**config.mk**
```make
export PLATFORM = sky130hd
export DESIGN_NAME = sdram_port_arbiter_flat
export DESIGN_NICKNAME = d
export VERILOG_FILES = /design/src/rtl/sdram_port_arbiter_if.sv /design/src/rtl/sdram_port_arbiter.sv /design/src/flat_wrapper.sv
export SDC_FILE = /design/constraint.sdc
export NUM_CORES = 1
export LEC_CHECK = 0
export BUFFER_PORTS_ARGS = -buffer_cell sky130_fd_sc_hd__clkbuf_2
export CELL_PAD_IN_SITES_DETAIL_PLACEMENT = 0
export CELL_PAD_IN_SITES_GLOBAL_PLACEMENT = 1
export CORE_ASPECT_RATIO = 0.7
export CORE_MARGIN = 1.5
export CORE_UTILIZATION = 36
export CTS_CLUSTER_DIAMETER = 200
export CTS_CLUSTER_SIZE = 28
export DETAILED_ROUTE_END_ITERATION = 8
export HOLD_SLACK_MARGIN = 0.08
export PLACE_DENSITY = 0.87
export SYNTH_ARGS = -nofsm -noshare
export SYNTH_HDL_FRONTEND = slang
export SYNTH_SLANG_ARGS = --single-unit
export TNS_END_PERCENT = 1
```
**constraint.sdc**
```tcl
create_clock -name clk -period 7 [get_ports clk]
set_clock_uncertainty 0.05 [all_clocks]
set_input_delay 0 -clock clk [delete_from_list [all_inputs] [get_ports clk]]
set_output_delay 0 -clock clk [all_outputs]
set_load 0.005 [all_outputs]
```
**src/rtl/sdram_port_arbiter_if.sv**
```systemverilog
// Requester-side and SDRAM-controller-side signals of the SDRAM port arbiter.
interface sdram_port_arbiter_if #(
    parameter int NPORTS = 3,
    parameter int AW     = 25,
    parameter int DW     = 16
);
    localparam int IW = $clog2(NPORTS);

    logic [NPORTS-1:0]    req_rd;
    logic [NPORTS-1:0]    req_wr;
    logic [NPORTS*AW-1:0] req_addr;
    logic [NPORTS*DW-1:0] req_wdata;
    logic [NPORTS-1:0]    req_ack;
    logic [DW-1:0]        req_rdata;
    logic                 mem_req;
    logic                 mem_we;
    logic [AW-1:0]        mem_addr;
    logic [DW-1:0]        mem_wdata;
    logic                 mem_ack;
    logic [DW-1:0]        mem_rdata;
    logic [IW-1:0]        grant_idx;
    logic                 busy;

    modport slave (
        input  req_rd, req_wr, req_addr, req_wdata,
        input  mem_ack, mem_rdata,
        output req_ack, req_rdata,
        output mem_req, mem_we, mem_addr, mem_wdata,
        output grant_idx, busy
    );

    modport master (
        output req_rd, req_wr, req_addr, req_wdata,
        output mem_ack, mem_rdata,
        input  req_ack, req_rdata,
        input  mem_req, mem_we, mem_addr, mem_wdata,
        input  grant_idx, busy
    );
endinterface

```
**src/rtl/sdram_port_arbiter.sv**
```systemverilog
// Multi-port arbiter in front of a single SDRAM controller port.
// Round-robin or fixed priority with a per-port starvation guard.
module sdram_port_arbiter #(
    parameter int NPORTS       = 3,
    parameter int AW           = 25,
    parameter int DW           = 16,
    parameter int MODE         = 0,
    parameter int STARVE_LIMIT = 16
) (
    input logic                 clk,
    input logic                 reset_n,
    sdram_port_arbiter_if.slave bus
);
    localparam int IW = $clog2(NPORTS);

    typedef enum logic [1:0] {
        IDLE,
        ISSUE,
        WAIT,
        DONE
    } state_t;

    state_t              state;
    logic [IW-1:0]       rr_ptr;
    logic [IW-1:0]       win;
    logic [IW-1:0]       nxt_ptr;
    logic [7:0]          starve_cnt [NPORTS];
    logic [NPORTS-1:0]   req;
    logic                any_req;
    logic [2*NPORTS-1:0] dbl;
    logic [NPORTS-1:0]   rot;
    int                  off;
    int                  sum;
    logic [AW-1:0]       win_addr;
    logic [DW-1:0]       win_wdata;
    logic                win_wr;

    assign req     = bus.req_rd | bus.req_wr;
    assign any_req = |req;
    assign nxt_ptr = (int'(win) == NPORTS - 1) ? '0 : win + 1'b1;

    // Rotate so the search origin sits at bit 0, then undo the rotation.
    always_comb begin
        dbl = {req, req} >> rr_ptr;
        rot = dbl[NPORTS-1:0];
        off = 0;
        for (int j = NPORTS - 1; j >= 0; j--) begin
            if (rot[j]) off = j;
        end
        sum = int'(rr_ptr) + off;
        if (sum >= NPORTS) sum = sum - NPORTS;
        win = '0;
        if (MODE == 0) begin
            win = IW'(sum);
        end else begin
            for (int i = NPORTS - 1; i >= 0; i--) begin
                if (req[i]) win = IW'(i);
            end
            for (int i = NPORTS - 1; i >= 0; i--) begin
                if (req[i] && starve_cnt[i] >= 8'(STARVE_LIMIT))
                    win = IW'(i);
            end
        end
    end

    always_comb begin
        win_addr  = '0;
        win_wdata = '0;
        win_wr    = 1'b0;
        for (int p = 0; p < NPORTS; p++) begin
            if (int'(win) == p) begin
                win_addr  = bus.req_addr[p*AW +: AW];
                win_wdata = bus.req_wdata[p*DW +: DW];
                win_wr    = bus.req_wr[p];
            end
        end
    end

    // The port currently being served is not considered waiting.
    always_ff @(posedge clk or negedge reset_n) begin
        if (!reset_n) begin
            for (int p = 0; p < NPORTS; p++) starve_cnt[p] <= '0;
        end else begin
            for (int p = 0; p < NPORTS; p++) begin
                if (state == IDLE && any_req && int'(win) == p)
                    starve_cnt[p] <= '0;
                else if (req[p] && starve_cnt[p] != 8'hFF &&
                         !(state != IDLE && int'(bus.grant_idx) == p))
                    starve_cnt[p] <= starve_cnt[p] + 8'd1;
            end
        end
    end

    always_ff @(posedge clk or negedge reset_n) begin
        if (!reset_n) begin
            state         <= IDLE;
            rr_ptr        <= '0;
            bus.mem_req   <= 1'b0;
            bus.mem_we    <= 1'b0;
            bus.mem_addr  <= '0;
            bus.mem_wdata <= '0;
            bus.req_ack   <= '0;
            bus.req_rdata <= '0;
            bus.grant_idx <= '0;
            bus.busy      <= 1'b0;
        end else begin
            bus.req_ack <= '0;
            unique case (state)
                IDLE: begin
                    if (any_req) begin
                        state         <= ISSUE;
                        bus.grant_idx <= win;
                        bus.mem_addr  <= win_addr;
                        bus.mem_wdata <= win_wdata;
                        bus.mem_we    <= win_wr;
                        bus.mem_req   <= 1'b1;
                        bus.busy      <= 1'b1;
                        rr_ptr        <= nxt_ptr;
                    end
                end
                ISSUE: state <= WAIT;
                WAIT: begin
                    if (bus.mem_ack) begin
                        state       <= DONE;
                        bus.mem_req <= 1'b0;
                        for (int p = 0; p < NPORTS; p++)
                            bus.req_ack[p] <= (int'(bus.grant_idx) == p);
                        if (!bus.mem_we) bus.req_rdata <= bus.mem_rdata;
                    end
                end
                DONE: begin
                    state    <= IDLE;
                    bus.busy <= 1'b0;
                end
                default: state <= IDLE;
            endcase
        end
    end
endmodule

```
**src/flat_wrapper.sv**
```systemverilog
// flat-port wrapper written by rule: the top's interface ports become plain ports
module sdram_port_arbiter_flat 
#(
    parameter int NPORTS       = 3,
    parameter int AW           = 25,
    parameter int DW           = 16,
    parameter int MODE         = 0,
    parameter int STARVE_LIMIT = 16
)
  (clk, reset_n, bus_req_rd, bus_req_wr, bus_req_addr, bus_req_wdata, bus_mem_ack, bus_mem_rdata, bus_req_ack, bus_req_rdata, bus_mem_req, bus_mem_we, bus_mem_addr, bus_mem_wdata, bus_grant_idx, bus_busy);
  sdram_port_arbiter_if #(.NPORTS(NPORTS), .AW(AW), .DW(DW)) bus_i ();
  input logic clk;
  input logic reset_n;
  input wire logic [$bits(bus_i.req_rd)-1:0] bus_req_rd;
  input wire logic [$bits(bus_i.req_wr)-1:0] bus_req_wr;
  input wire logic [$bits(bus_i.req_addr)-1:0] bus_req_addr;
  input wire logic [$bits(bus_i.req_wdata)-1:0] bus_req_wdata;
  input wire logic [$bits(bus_i.mem_ack)-1:0] bus_mem_ack;
  input wire logic [$bits(bus_i.mem_rdata)-1:0] bus_mem_rdata;
  output wire logic [$bits(bus_i.req_ack)-1:0] bus_req_ack;
  output wire logic [$bits(bus_i.req_rdata)-1:0] bus_req_rdata;
  output wire logic [$bits(bus_i.mem_req)-1:0] bus_mem_req;
  output wire logic [$bits(bus_i.mem_we)-1:0] bus_mem_we;
  output wire logic [$bits(bus_i.mem_addr)-1:0] bus_mem_addr;
  output wire logic [$bits(bus_i.mem_wdata)-1:0] bus_mem_wdata;
  output wire logic [$bits(bus_i.grant_idx)-1:0] bus_grant_idx;
  output wire logic [$bits(bus_i.busy)-1:0] bus_busy;
  assign bus_i.req_rd = bus_req_rd;
  assign bus_i.req_wr = bus_req_wr;
  assign bus_i.req_addr = bus_req_addr;
  assign bus_i.req_wdata = bus_req_wdata;
  assign bus_i.mem_ack = bus_mem_ack;
  assign bus_i.mem_rdata = bus_mem_rdata;
  assign bus_req_ack = bus_i.req_ack;
  assign bus_req_rdata = bus_i.req_rdata;
  assign bus_mem_req = bus_i.mem_req;
  assign bus_mem_we = bus_i.mem_we;
  assign bus_mem_addr = bus_i.mem_addr;
  assign bus_mem_wdata = bus_i.mem_wdata;
  assign bus_grant_idx = bus_i.grant_idx;
  assign bus_busy = bus_i.busy;
  sdram_port_arbiter #(.NPORTS(NPORTS), .AW(AW), .DW(DW), .MODE(MODE), .STARVE_LIMIT(STARVE_LIMIT)) u_core (.clk(clk), .reset_n(reset_n), .bus(bus_i));
endmodule
```
### Word-level counts from Yosys, hierarchy flattened

Cells that the tools add are included.
W data, S select, Z words.

* register bits after elaboration: 69
* logic and storage cells: 60
* input bits: 148
* output and inout bits: 65

* shift-type cells: 1
* equal/unequal tests: 9
* bitwise gates (word level): 2
* reductions and logical operators: 11
* mux-type cells: 23
* $lt $le $gt $ge: 1
* $add $sub $neg: 3

Operators by type and width (number)
* $mux W25: 3
* $mux W32: 2
* $mux W16: 3
* $add A3 B32 Y32: 1
* $ge A32 B3 Y1 const B: 1
* $eq A2 B2 Y1 const B: 6
* $mux W2: 5
* $pmux W2 S4: 1
* $logic_not A2 Y1: 3
* $mux W3: 2
* $reduce_and A2 Y1: 3
* $reduce_and A3 Y1: 2
* $shr A6 B2 Y3: 1
* $mux W1: 5
* $pmux W1 S2: 2
* $reduce_bool A2 Y1: 2
* $or A3 B3 Y3: 1
* $reduce_or A3 Y1: 1
* $add A2 B1 Y2 const B: 1
* $eq A2 B1 Y1 const B: 1
* $ne A2 B1 Y1 const B: 1
* $ne A2 B2 Y1 const B: 1
* $sub A2 B1 Y2 const B: 1
* $not A1 Y1: 1

### Logic depth before layout (Yosys ltp)

Gate-level depths: netlist of the first run.

* word-level depth: 12
* gate-level depth with buffers: 14
* depth with buffers taken out: 11

### Least setup slack after synthesis of the first run

Ideal clock, no wire load.

* path type: reg-to-reg
* start point: reg u_core.rr_ptr[1]
* end point: reg u_core.bus.mem_addr[18]
* library setup time: 124 ps
* period minus slack after synthesis: 3067 ps
* arrival time: 2893 ps
* required time: 6826 ps
* path slack: 3933 ps
* path buffers: 2
* stages on the path, launching flop included: 13
* path through: dfrtp_1 > nor3_1 > a311oi_1 > a21oi_1 > ha_1 > fa_1 > ha_1 > or3b_4 > mux2_2 > buf_6 > buf_8 > o21ai_1 > o21ai_1

* word-level cells in the longest chain between the ends: 11
* elaborated cells on any way between the ends: 14
* those cells by class: add/sub: 2; order compare: 1; eq/ne: 2; shift: 1; mux: 7; reduce/logical: 1

Ends and longest elaborated chain
* start, declared: RTL line sdram_port_arbiter.sv:24 `logic [IW-1:0] rr_ptr;`
* start signal, assigned: RTL line sdram_port_arbiter.sv:118 `rr_ptr <= nxt_ptr;`
* $shr A6 B2 Y3: RTL line sdram_port_arbiter.sv:44 `dbl = {req, req} >> rr_ptr;`
* $mux W2: RTL line sdram_port_arbiter.sv:48 `if (rot[j]) off = j;`
* $mux W32 (2 in series): RTL line sdram_port_arbiter.sv:48
* $add A3 B32 Y32 *: RTL line sdram_port_arbiter.sv:50 `sum = int'(rr_ptr) + off;`
* $ge A32 B3 Y1 / $sub A2 B1 Y2 (equally long branches): RTL line sdram_port_arbiter.sv:51 `if (sum >= NPORTS) sum = sum - NPORTS;`
* $mux W2 *: RTL line sdram_port_arbiter.sv:51
* $logic_not A2 Y1: RTL line sdram_port_arbiter.sv:71 `if (int'(win) == p) begin`
* $mux W25 (2 in series): RTL line sdram_port_arbiter.sv:71
* $mux W25 *: RTL line sdram_port_arbiter.sv:71
* end signal, assigned: RTL line sdram_port_arbiter.sv:113 `bus.mem_addr <= win_addr;`
* end, declared: RTL line sdram_port_arbiter_if.sv:28 `output mem_req, mem_we, mem_addr, mem_wdata,`

Every way passes the cells marked *; elsewhere a longest branch is shown, timed or not.
A chain may end at the register's enable or synchronous reset.

### Worst setup path after layout of the first run

* start point: in bus_req_wr[2]
* end point: reg u_core.bus.mem_addr[18]

* word-level cells in the longest chain between the ends: 12
* elaborated cells on any way between the ends: 17
* those cells by class: add/sub: 2; order compare: 1; eq/ne: 2; shift: 1; mux: 7; bitwise: 1; reduce/logical: 3

Ends and longest elaborated chain
* start, declared: RTL line flat_wrapper.sv:15 `input wire logic [$bits(bus_i.req_wr)-1:0] bus_req_wr;`
* $or A3 B3 Y3 *: RTL line sdram_port_arbiter.sv:38 `assign req = bus.req_rd | bus.req_wr;`
* $shr A6 B2 Y3: RTL line sdram_port_arbiter.sv:44
* $mux W2: RTL line sdram_port_arbiter.sv:48
* $mux W32 (2 in series): RTL line sdram_port_arbiter.sv:48
* $add A3 B32 Y32: RTL line sdram_port_arbiter.sv:50
* $ge A32 B3 Y1 / $sub A2 B1 Y2 (equally long branches): RTL line sdram_port_arbiter.sv:51
* $mux W2: RTL line sdram_port_arbiter.sv:51
* $logic_not A2 Y1: RTL line sdram_port_arbiter.sv:71
* $mux W25 (3 in series): RTL line sdram_port_arbiter.sv:71

Marks and branches as above.

==> reports/qor.yml, run 1 <==
global_routing:
  track_usage: 0.2332
  grt_pass1_wl_um: 23370
  gr-total-overflow: 0
  grt_max_degree: 91
  grt_pass1_vias: 4868
  antenna_found_initial: 0
placed_design:
  port-buffer-count: 212
  post-place-ws_ns: 2.629
  gp_congestion: 0.8169
  post-dp-hpwl_um: 9376
  dp_cells: 823
power_and_ir_drop:
  irDropWorstVdd_v: 0.0003760
  cellInternalPower_mw: 2.099
  p_comb_frac: 0.671
  power_switching_mw: 1.691
  p_per_area_mw_per_mm2: 555.8
  power_frac_seq: 0.194
  p_leak_nw: 3.167
  switching_share: 0.4462
  clock_power_share: 0.135
die:
  ios: 213
  core_area_mm2: 0.01177
  dieArea_mm2: 0.01278
  die-width_um: 134.5
  start_util: 0.3701
  die_h_um: 95.03
  rows: 33
final_layout:
  fillers: 1021
  register_area_mm2: 0.001727
  final_cells: 941
  multi_input_area_mm2: 0.002422
  drive_above_1_share: 0.3380
  layout_common_cells: "clkbuf_2, dlygate4sd3_1, dfrtp_1"
  layout_commonest_cell: "clkbuf_2"
  antenna_cells: 0
  nets: 934
  syn_to_final_growth_pct: 56.56
outcome:
  status: "finished clean"
synthesis:
  synth_edf_count: 0
  synth_ff_type: "dfrtp_1"
  synthCells: 497
  yosysWarnings: 0
  synthArstFlopShare: 1.000
  synth_nets: 652
  yosysSeqAreaShare: 0.3964
  syn_area_mm2: 0.004355
  yosysUniqueCellTypes: 48
  avgSynthCellArea_um2: 8.763
  ys_ff_latch: 69
clock_network:
  h-tree-depth: 3
  cts-root-buf: "clkbuf_16"
  cts_tree: "built"
  cts.sinks: 69
  clock_path_buffers: 2
  cts_buffers: 9
  clkTransAtPathRegs_ns: 0.06
  clk_latency_ns: 0.34
  post_cts_buffers: 0
routing:
  vias: 4975
  drc_errors: 0
  antenna_left: 0
  routed_via_density: 5.287
  drt_iter0_drc: 257
  finalWirelength_um: 15090
  firstDrtPassIters: 5
  wl_per_cell_um: 16.03
timing:
  setup_viol: 0
  worst_pin_slew_ns: 1.235
  timing.slew.headroom: 0.1748
  finalHoldViolCount: 0
  clock.fmax_mhz: 194.9
  fin_crit_ns: 5.130
  rsz0062_at_grt: "no"
  slew_violations: 0
  final.period_utilization: 0.7328
  setup_slack_ns: 1.870
  whs_ns: 0.2186
  tns_ns: 0
critical_path:
  critPathMaxFanout: 44
  worst_setup_path_start_kind: "input pin"
  crit_type: "in -> reg"
  cp.required_ns: 7.17
  endpoint_kind: "register"
  arrival_ns: 5.30
min_path:
  hold_class: "in -> reg"
flow_run:
  drv_cap: 0
==> registers in the layout, indices dropped and copies added, names as in the netlist <==
register,flops
u_core.bus.mem_req,1
u_core.rr_ptr,2
u_core.state,2
u_core.bus.busy,1
u_core.bus.mem_we,1
u_core.bus.req_rdata,16
u_core.bus.mem_wdata,16
u_core.bus.grant_idx,2
u_core.bus.req_ack,3
u_core.bus.mem_addr,25
==> synthesized netlist by cell type, types with 2 or more instances <==
| cell type | n | area [um^2] |
|---|---|---|
| nor2b_1 | 12 | 75.07 |
| buf_2 | 11 | 55.05 |
| o21ai_2 | 4 | 35.03 |
| nand2b_1 | 30 | 187.7 |
| a21oi_1 | 6 | 30.03 |
| or2_2 | 3 | 18.77 |
| o21a_1 | 13 | 97.59 |
| o21ai_1 | 48 | 240.2 |
| o211ai_1 | 28 | 210.2 |
| a31oi_1 | 2 | 12.51 |
| inv_1 | 8 | 30.03 |
| or2_0 | 2 | 12.51 |
| buf_4 | 2 | 15.01 |
| buf_1 | 5 | 18.77 |
| nand3_1 | 30 | 150.1 |
| clkbuf_1 | 26 | 97.59 |
| a211o_1 | 28 | 245.2 |
| nor3b_1 | 2 | 15.01 |
| nor3_1 | 17 | 85.08 |
| ha_1 | 6 | 75.07 |
| nand2_1 | 49 | 183.9 |
| nor4_1 | 2 | 12.51 |
| o21ai_0 | 36 | 180.2 |
| nor2_1 | 6 | 22.52 |
| buf_6 | 2 | 22.52 |
| a221oi_1 | 12 | 105.1 |
| mux2_2 | 18 | 202.7 |
| dfrtp_1 | 69 | 1727 |
==> routing by layer <==
metal	GRT usage	vias to the layer above	wire [um]
met4	0.08244	0	140
li1	-	2376	-
met1	0.2897	2388	6574
met2	0.4034	195	7387
met3	0.05210	16	982
met5	0	-	0
==> critical path: stages <==
cell	delay [ns]
dlygate4sd3_1	0.53
clkbuf_2	0.13
nor2_1	0.41
nor3_1	0.09
a31oi_1	0.19
a21oi_1	0.10
ha_2	0.20
fa_1	0.47
buf_4	0.33
ha_1	0.36
or2_1	0.77
a31oi_4	0.57
o211ai_1	0.44
o21ai_1	0.11
dlygate4sd3_1	0.56
==> metrics by stage <==
step                area (um^2)  power [mW]    util
floorplan                  4355       2.327       -
global placement           5469       2.816  0.4648
detailed placement         5469       2.894  0.4648
CTS                        6819       3.784  0.5795
global route               6819       4.120  0.5795
finish                     6819       3.790  0.5795
==> worst paths after layout <==
| check | slack (ns) | cells after the start | endpoint | from |
|---|---|---|---|---|
| worst max-delay path | 1.87 | 15 | u_core.bus.mem_addr[18] | bus_req_wr[2] |
| worst min-delay path | 0.22 | 5 | u_core.bus.mem_we | bus_req_wr[1] |
| worst max register to register | 2.06 | 12 | u_core.bus.mem_addr[18] | u_core.rr_ptr[1] |
| worst min register to register | 0.46 | 1 | u_core.bus.req_rdata[14] | u_core.bus.req_rdata[14] |
| max in group asynchronous | 6.00 | 2 | u_core.bus.mem_addr[21] | reset_n |
| min in group asynchronous | 0.29 | 2 | u_core.bus.busy | reset_n |
==> cell type report <==
| cell class | count | share of cell area |
|---|---|---|
| multi-input cells | 373 | 0.3552 |
| repair buffers | 318 | 0.3101 |
| flip-flops and latches | 69 | 0.2532 |
| clock buffers | 9 | 0.03303 |
| well taps | 157 | 0.02881 |
| clock inverters | 7 | 0.01523 |
| inverters | 8 | 0.004404 |
==> power groups by stage <==
stage / Combinational, mW / Sequential [mW] / Clock, mW
6_report: 2.54 / 0.735 / 0.510
5_1_grt: 2.83 / 0.757 / 0.538
4_1_cts: 2.53 / 0.732 / 0.520
3_5_place_dp: 2.16 / 0.736 / 0
3_3_place_gp: 2.09 / 0.726 / 0
2_1_floorplan: 1.60 / 0.730 / 0
==> cells by family after synthesis <==
logic type               share of synthesized area
buffers and inverters                      0.05831
XOR/XNOR                                  0.002011
adder cells (fa/ha/maj)                    0.02183
multiplexers                               0.04884
flip-flops                                  0.3964
AND/OR/NAND/NOR                             0.1841
AO/OA/AOI/OAI                               0.2884
==> repair_timing <==
item / CTS / global route
hold buffers: 102 / 0
endpoints found under the hold margin: 133 / 0
resized for setup: 0 / 0
(Power assumes the default switching activity.)
==> inputs of run 2 (changes only) <==
--- a/config.mk
+++ b/config.mk
@@ -10,12 +10,12 @@
 export CELL_PAD_IN_SITES_GLOBAL_PLACEMENT = 1
 export CORE_ASPECT_RATIO = 0.7
 export CORE_MARGIN = 1.5
-export CORE_UTILIZATION = 36
+export CORE_UTILIZATION = 33
 export CTS_CLUSTER_DIAMETER = 200
 export CTS_CLUSTER_SIZE = 28
 export DETAILED_ROUTE_END_ITERATION = 8
 export HOLD_SLACK_MARGIN = 0.08
-export PLACE_DENSITY = 0.87
+export PLACE_DENSITY = 0.81
 export SYNTH_ARGS = -nofsm -noshare
 export SYNTH_HDL_FRONTEND = slang
 export SYNTH_SLANG_ARGS = --single-unit
==> constraint.sdc (replaced) <==
create_clock -name clk -period 5.2 [get_ports clk]
set_clock_uncertainty 0.05 [all_clocks]
set_input_delay 0 -clock clk [delete_from_list [all_inputs] [get_ports clk]]
set_output_delay 0 -clock clk [all_outputs]
set_load 0.005 [all_outputs]
==> reports/qor.yml, run 2 (same netlist as run 1, synthesis figures left out) <==
critical_path:
  worst_setup_path_start_kind: "input pin"
  timing.rr.start: "u_core.rr_ptr[1]"
  r2r_slack_ns: 0.64
  crit_path_start: "bus_req_wr[2]"
  cp.required_ns: 5.42
  r2r_cells: 12
  arrival_ns: 4.93
  r2r-end: "u_core.bus.mem_addr[20]"
  endpoint_kind: "register"
  critPathMaxFanout: 44
  crit_type: "in -> reg"
global_routing:
  track_usage: 0.2245
  grt_max_degree: 92
  gr-total-overflow: 0
  grt_pass1_wl_um: 24800
  grt_pass1_vias: 5065
  antenna_found_initial: 0
final_layout:
  syn_to_final_growth_pct: 56.88
  largest_reg_flops: 25
  layout_common_cells: "clkbuf_2, dlygate4sd3_1, dfrtp_1"
  layout_commonest_cell: "clkbuf_2"
  antenna_cells: 0
  register_area_mm2: 0.001727
  drive_above_1_share: 0.3393
  largest_register: "u_core.bus.mem_addr"
  multi_input_area_mm2: 0.002432
  top_regs: "u_core.bus.mem_addr: 25 flops, u_core.bus.mem_wdata: 16 flops, u_core.bus.req_rdata: 16 flops"
  final_cells: 946
  fin_util: 0.5408
  nets: 934
  fillers: 1123
die:
  ios: 213
  die-width_um: 140.3
  rows: 34
  start_util: 0.3447
  dieArea_mm2: 0.01391
  die_h_um: 99.12
  core_area_mm2: 0.01263
power_and_ir_drop:
  cellInternalPower_mw: 2.834
  clock_power_share: 0.135
  power_switching_mw: 2.301
  p_leak_nw: 3.168
  irDropWorstVdd_v: 0.0004523
  switching_share: 0.4480
  power_frac_seq: 0.193
  p_comb_frac: 0.672
  p_per_area_mw_per_mm2: 751.5
routing:
  routed_via_density: 5.254
  vias: 4970
  firstDrtPassIters: 5
  antenna_left: 0
  wl_per_cell_um: 16.30
  drt_iter0_drc: 243
  drc_errors: 0
  finalWirelength_um: 15420
clock_network:
  cts.sinks: 69
  post_cts_buffers: 0
  clk_latency_ns: 0.33
  cts_tree: "built"
  cts_buffers: 9
  cts.repair.resized: 0
  cts-root-buf: "clkbuf_16"
  cts_hold_buf: 101
  h-tree-depth: 3
  clkTransAtPathRegs_ns: 0.06
  clock_path_buffers: 2
min_path:
  hp-start: "bus_req_wr[1]"
  hold-path-endpoint: "u_core.bus.mem_we"
  min_delay_path_depth: 5
  hold_class: "in -> reg"
timing:
  setup_viol: 0
  slew_violations: 0
  rsz0062_at_grt: "no"
  timing.slew.headroom: 0.1410
  fin_crit_ns: 4.704
  tns_ns: 0
  final.period_utilization: 0.9047
  worst_pin_slew_ns: 1.289
  clock.fmax_mhz: 212.6
  finalHoldViolCount: 0
placed_design:
  dp_cells: 829
  port-buffer-count: 212
  post-dp-hpwl_um: 9476
  gp_congestion: 0.8534
outcome:
  status: "finished clean"
flow_run:
  drv_cap: 0
-- run 2: cell types whose count changed in the layout (fill, tap and decap cells not counted) --
cell           delta
ha_4              +1
dlygate4sd3_1     -1
ha_2              -1
buf_4             +1
-- run 2: per-layer routing --
layer,GRT usage,vias to the layer above,part of all wire
met5,0,-,0
met2,0.3850,221,0.47
met4,0.07126,0,0.016
met3,0.04863,23,0.067
li1,-,2385,-
met1,0.2842,2341,0.45
-- run 2: cell type report --
type,count,area share
multi-input cells,373,0.3560
repair buffers,318,0.3091
inverters,8,0.004395
clock buffers,9,0.03296
well taps,162,0.02966
clock inverters,7,0.01520
flip-flops and latches,69,0.2527
-- run 2: how the worst max path moves through the flow --
| stage | to | slack [ns] | depth (start not counted) |
|---|---|---|---|
| floorplan | u_core.bus.mem_addr[18] | 2.13 | 12 |
| detailed placement | u_core.bus.mem_wdata[2] | 1.19 | 13 |
| CTS | u_core.bus.mem_addr[22] | 0.56 | 15 |
| global placement | u_core.bus.mem_wdata[14] | 1.32 | 13 |
| global route | u_core.bus.mem_wdata[0] | 0.12 | 15 |
| finish | u_core.bus.mem_addr[20] | 0.50 | 15 |
-- run 2: through the flow --
step	instance area [um^2]	hold WS (ns)	worst slack, ns	total power [mW]
2_1_floorplan	4355	-0.3456	2.133	3.133
6_report	6833	0.1941	0.4956	5.135
5_1_grt	6833	0.2350	0.1171	5.593
4_1_cts	6833	0.1832	0.5597	5.118
3_3_place_gp	5493	0.1415	1.318	3.834
3_5_place_dp	5493	0.1491	1.187	3.932
-- run 2: power by group through the flow --
stage	sequential (mW)	clock (mW)	combinational, mW
after detailed placement	0.991	0	2.94
final	0.993	0.691	3.45
after floorplan	0.982	0	2.15
after global placement	0.982	0	2.85
after CTS	0.987	0.709	3.42
after global routing	1.03	0.737	3.83
-- run 2: critical path, stage by stage --
cell           delay (ns)
dlygate4sd3_1        0.53
clkbuf_2             0.13
nor2_1               0.43
nor3_1               0.08
a31oi_1              0.16
a21oi_1              0.12
ha_4                 0.18
fa_1                 0.47
buf_4                0.34
ha_1                 0.37
nor4_1               0.12
a31oi_4              0.99
o211ai_1             0.22
o21ai_1              0.19
dlygate4sd3_1        0.56
==> inputs of run 3 (changes only) <==
--- a/config.mk
+++ b/config.mk
@@ -14,6 +14,7 @@
 export CTS_CLUSTER_DIAMETER = 200
 export CTS_CLUSTER_SIZE = 28
 export DETAILED_ROUTE_END_ITERATION = 8
+export GPL_TIMING_DRIVEN = 0
 export HOLD_SLACK_MARGIN = 0.08
 export PLACE_DENSITY = 0.81
 export SYNTH_ARGS = -nofsm -noshare
==> reports/qor.yml, run 3 (same netlist as run 1, synthesis figures left out) <==
outcome:
  status: "finished clean"
final_layout:
  nets: 979
  layout_common_cells: "clkbuf_2, dlygate4sd3_1, dfrtp_1"
  largest_register: "u_core.bus.mem_addr"
  fin_util: 0.5523
  largest_reg_flops: 25
  layout_commonest_cell: "clkbuf_2"
  top_regs: "u_core.bus.mem_addr: 25 flops, u_core.bus.mem_wdata: 16 flops, u_core.bus.req_rdata: 16 flops"
  drive_above_1_share: 0.3305
  syn_to_final_growth_pct: 60.21
  antenna_cells: 0
power_and_ir_drop:
  power_frac_seq: 0.185
  power_switching_mw: 2.420
  p_per_area_mw_per_mm2: 764.9
  cellInternalPower_mw: 2.917
  irDropWorstVdd_v: 0.0003773
  clock_power_share: 0.117
  p_comb_frac: 0.698
  p_leak_nw: 3.246
  switching_share: 0.4534
die:
  rows: 34
  die_h_um: 99.12
  core_area_mm2: 0.01263
  start_util: 0.3447
  die-width_um: 140.3
  ios: 213
  dieArea_mm2: 0.01391
clock_network:
  cts.sinks: 69
  clock_path_buffers: 2
  cts_hold_buf: 103
  clkTransAtPathRegs_ns: 0.06
  cts-root-buf: "clkbuf_16"
  h-tree-depth: 3
  post_cts_buffers: 0
  cts_tree: "built"
  clk_latency_ns: 0.34
  cts.repair.resized: 0
  cts_buffers: 9
timing:
  clock.fmax_mhz: 215.1
  timing.slew.headroom: 0.2978
  setup_viol: 0
  worst_pin_slew_ns: 1.048
  tns_ns: 0
  slew_violations: 0
  finalHoldViolCount: 0
  final.period_utilization: 0.8940
  rsz0062_at_grt: "no"
  fin_crit_ns: 4.649
routing:
  vias: 5190
  routed_via_density: 5.237
  wl_per_cell_um: 16.84
  firstDrtPassIters: 5
  drc_errors: 0
  antenna_left: 0
  drt_iter0_drc: 196
  finalWirelength_um: 16690
critical_path:
  crit_type: "in -> reg"
  cp.required_ns: 5.37
  worst_setup_path_start_kind: "input pin"
  arrival_ns: 4.82
  endpoint_kind: "register"
  r2r_slack_ns: 0.61
  critPathMaxFanout: 10
global_routing:
  track_usage: 0.2463
  grt_pass1_vias: 5496
  gr-total-overflow: 0
  grt_pass1_wl_um: 27190
  grt_max_degree: 46
  antenna_found_initial: 0
min_path:
  hold_class: "in -> async"
flow_run:
  drv_cap: 0
placed_design:
  port-buffer-count: 212
  gp_congestion: 0.8392
  post-dp-hpwl_um: 12110
run 3: cell count changes in the layout (fill, tap and decap cells not counted), moves of 4 or more:
cell / delta
buf_2: +11
clkbuf_1: +26
buf_4: -4
buf_1: +5
run 3: worst max-delay path: stages:
cell and delay, ns:
dlygate4sd3_1 0.54, clkbuf_2 0.13, nor2_1 0.32, nor3_1 0.08
a31oi_1 0.16, a21oi_1 0.09, ha_1 0.21, fa_1 0.69
ha_1 0.32, or2_1 0.12, buf_2 0.21, buf_1 0.42
nor3_1 0.10, a221oi_1 0.20, dlygate4sd3_1 0.59, o21ai_1 0.06
dlygate4sd3_1 0.56
run 3: path summary, 6_finish.rpt:
kind | depth (start not counted) | start | endpoint
worst max register to register | 14 | u_core.rr_ptr[1] | u_core.bus.mem_addr[21]
min in group clk | 5 | bus_req_rd[1] | u_core.bus.busy
worst min register to register | 1 | u_core.bus.req_rdata[15] | u_core.bus.req_rdata[15]
worst min-delay path | 2 | reset_n | u_core.bus.busy
max in group asynchronous | 3 | reset_n | u_core.bus.mem_wdata[10]
worst max-delay path | 17 | bus_req_wr[2] | u_core.bus.mem_addr[21]
run 3: stage by stage:
| step | worst slack, ns | hold WS, ns | power [mW] | area [um^2] | instances |
|---|---|---|---|---|---|
| after floorplan | 2.133 | -0.3456 | 3.133 | 4355 | 497 |
| after global routing | 0.1880 | 0.1413 | 5.829 | 6978 | 991 |
| after CTS | 0.5592 | 0.1199 | 5.322 | 6978 | 991 |
| after global placement | 1.556 | 0.1873 | 4.063 | 5619 | 871 |
| after detailed placement | 1.542 | -0.06253 | 4.167 | 5649 | 872 |
| final | 0.5513 | 0.1229 | 5.337 | 6978 | 991 |
run 3: layer usage:
| layer | global-route usage | routed length, um | up-vias |
|---|---|---|---|
| met5 | 0 | 0 | - |
| met4 | 0.07773 | 291 | 0 |
| met3 | 0.05537 | 1065 | 26 |
| met2 | 0.4113 | 7744 | 201 |
| met1 | 0.3198 | 7584 | 2489 |
| li1 | - | - | 2474 |
run 3: final cells by class:
type,count,area [um^2]
clock inverters,7,72.57
flip-flops and latches,69,1727
inverters,8,30.03
fillers,1174,5657
multi-input cells,373,2375
well taps,162,202.7
plain buffers,47,224.0
clock buffers,9,225.2
repair buffers,316,2122
run 3: power by group through the flow:
| stage | Clock (mW) | Combinational (mW) | Sequential [mW] |
|---|---|---|---|
| final | 0.624 | 3.72 | 0.989 |
| after global routing | 0.663 | 4.14 | 1.03 |
| after floorplan | 0 | 2.15 | 0.982 |
| after detailed placement | 0 | 3.18 | 0.990 |
| after global placement | 0 | 3.09 | 0.974 |
| after CTS | 0.639 | 3.70 | 0.982 |
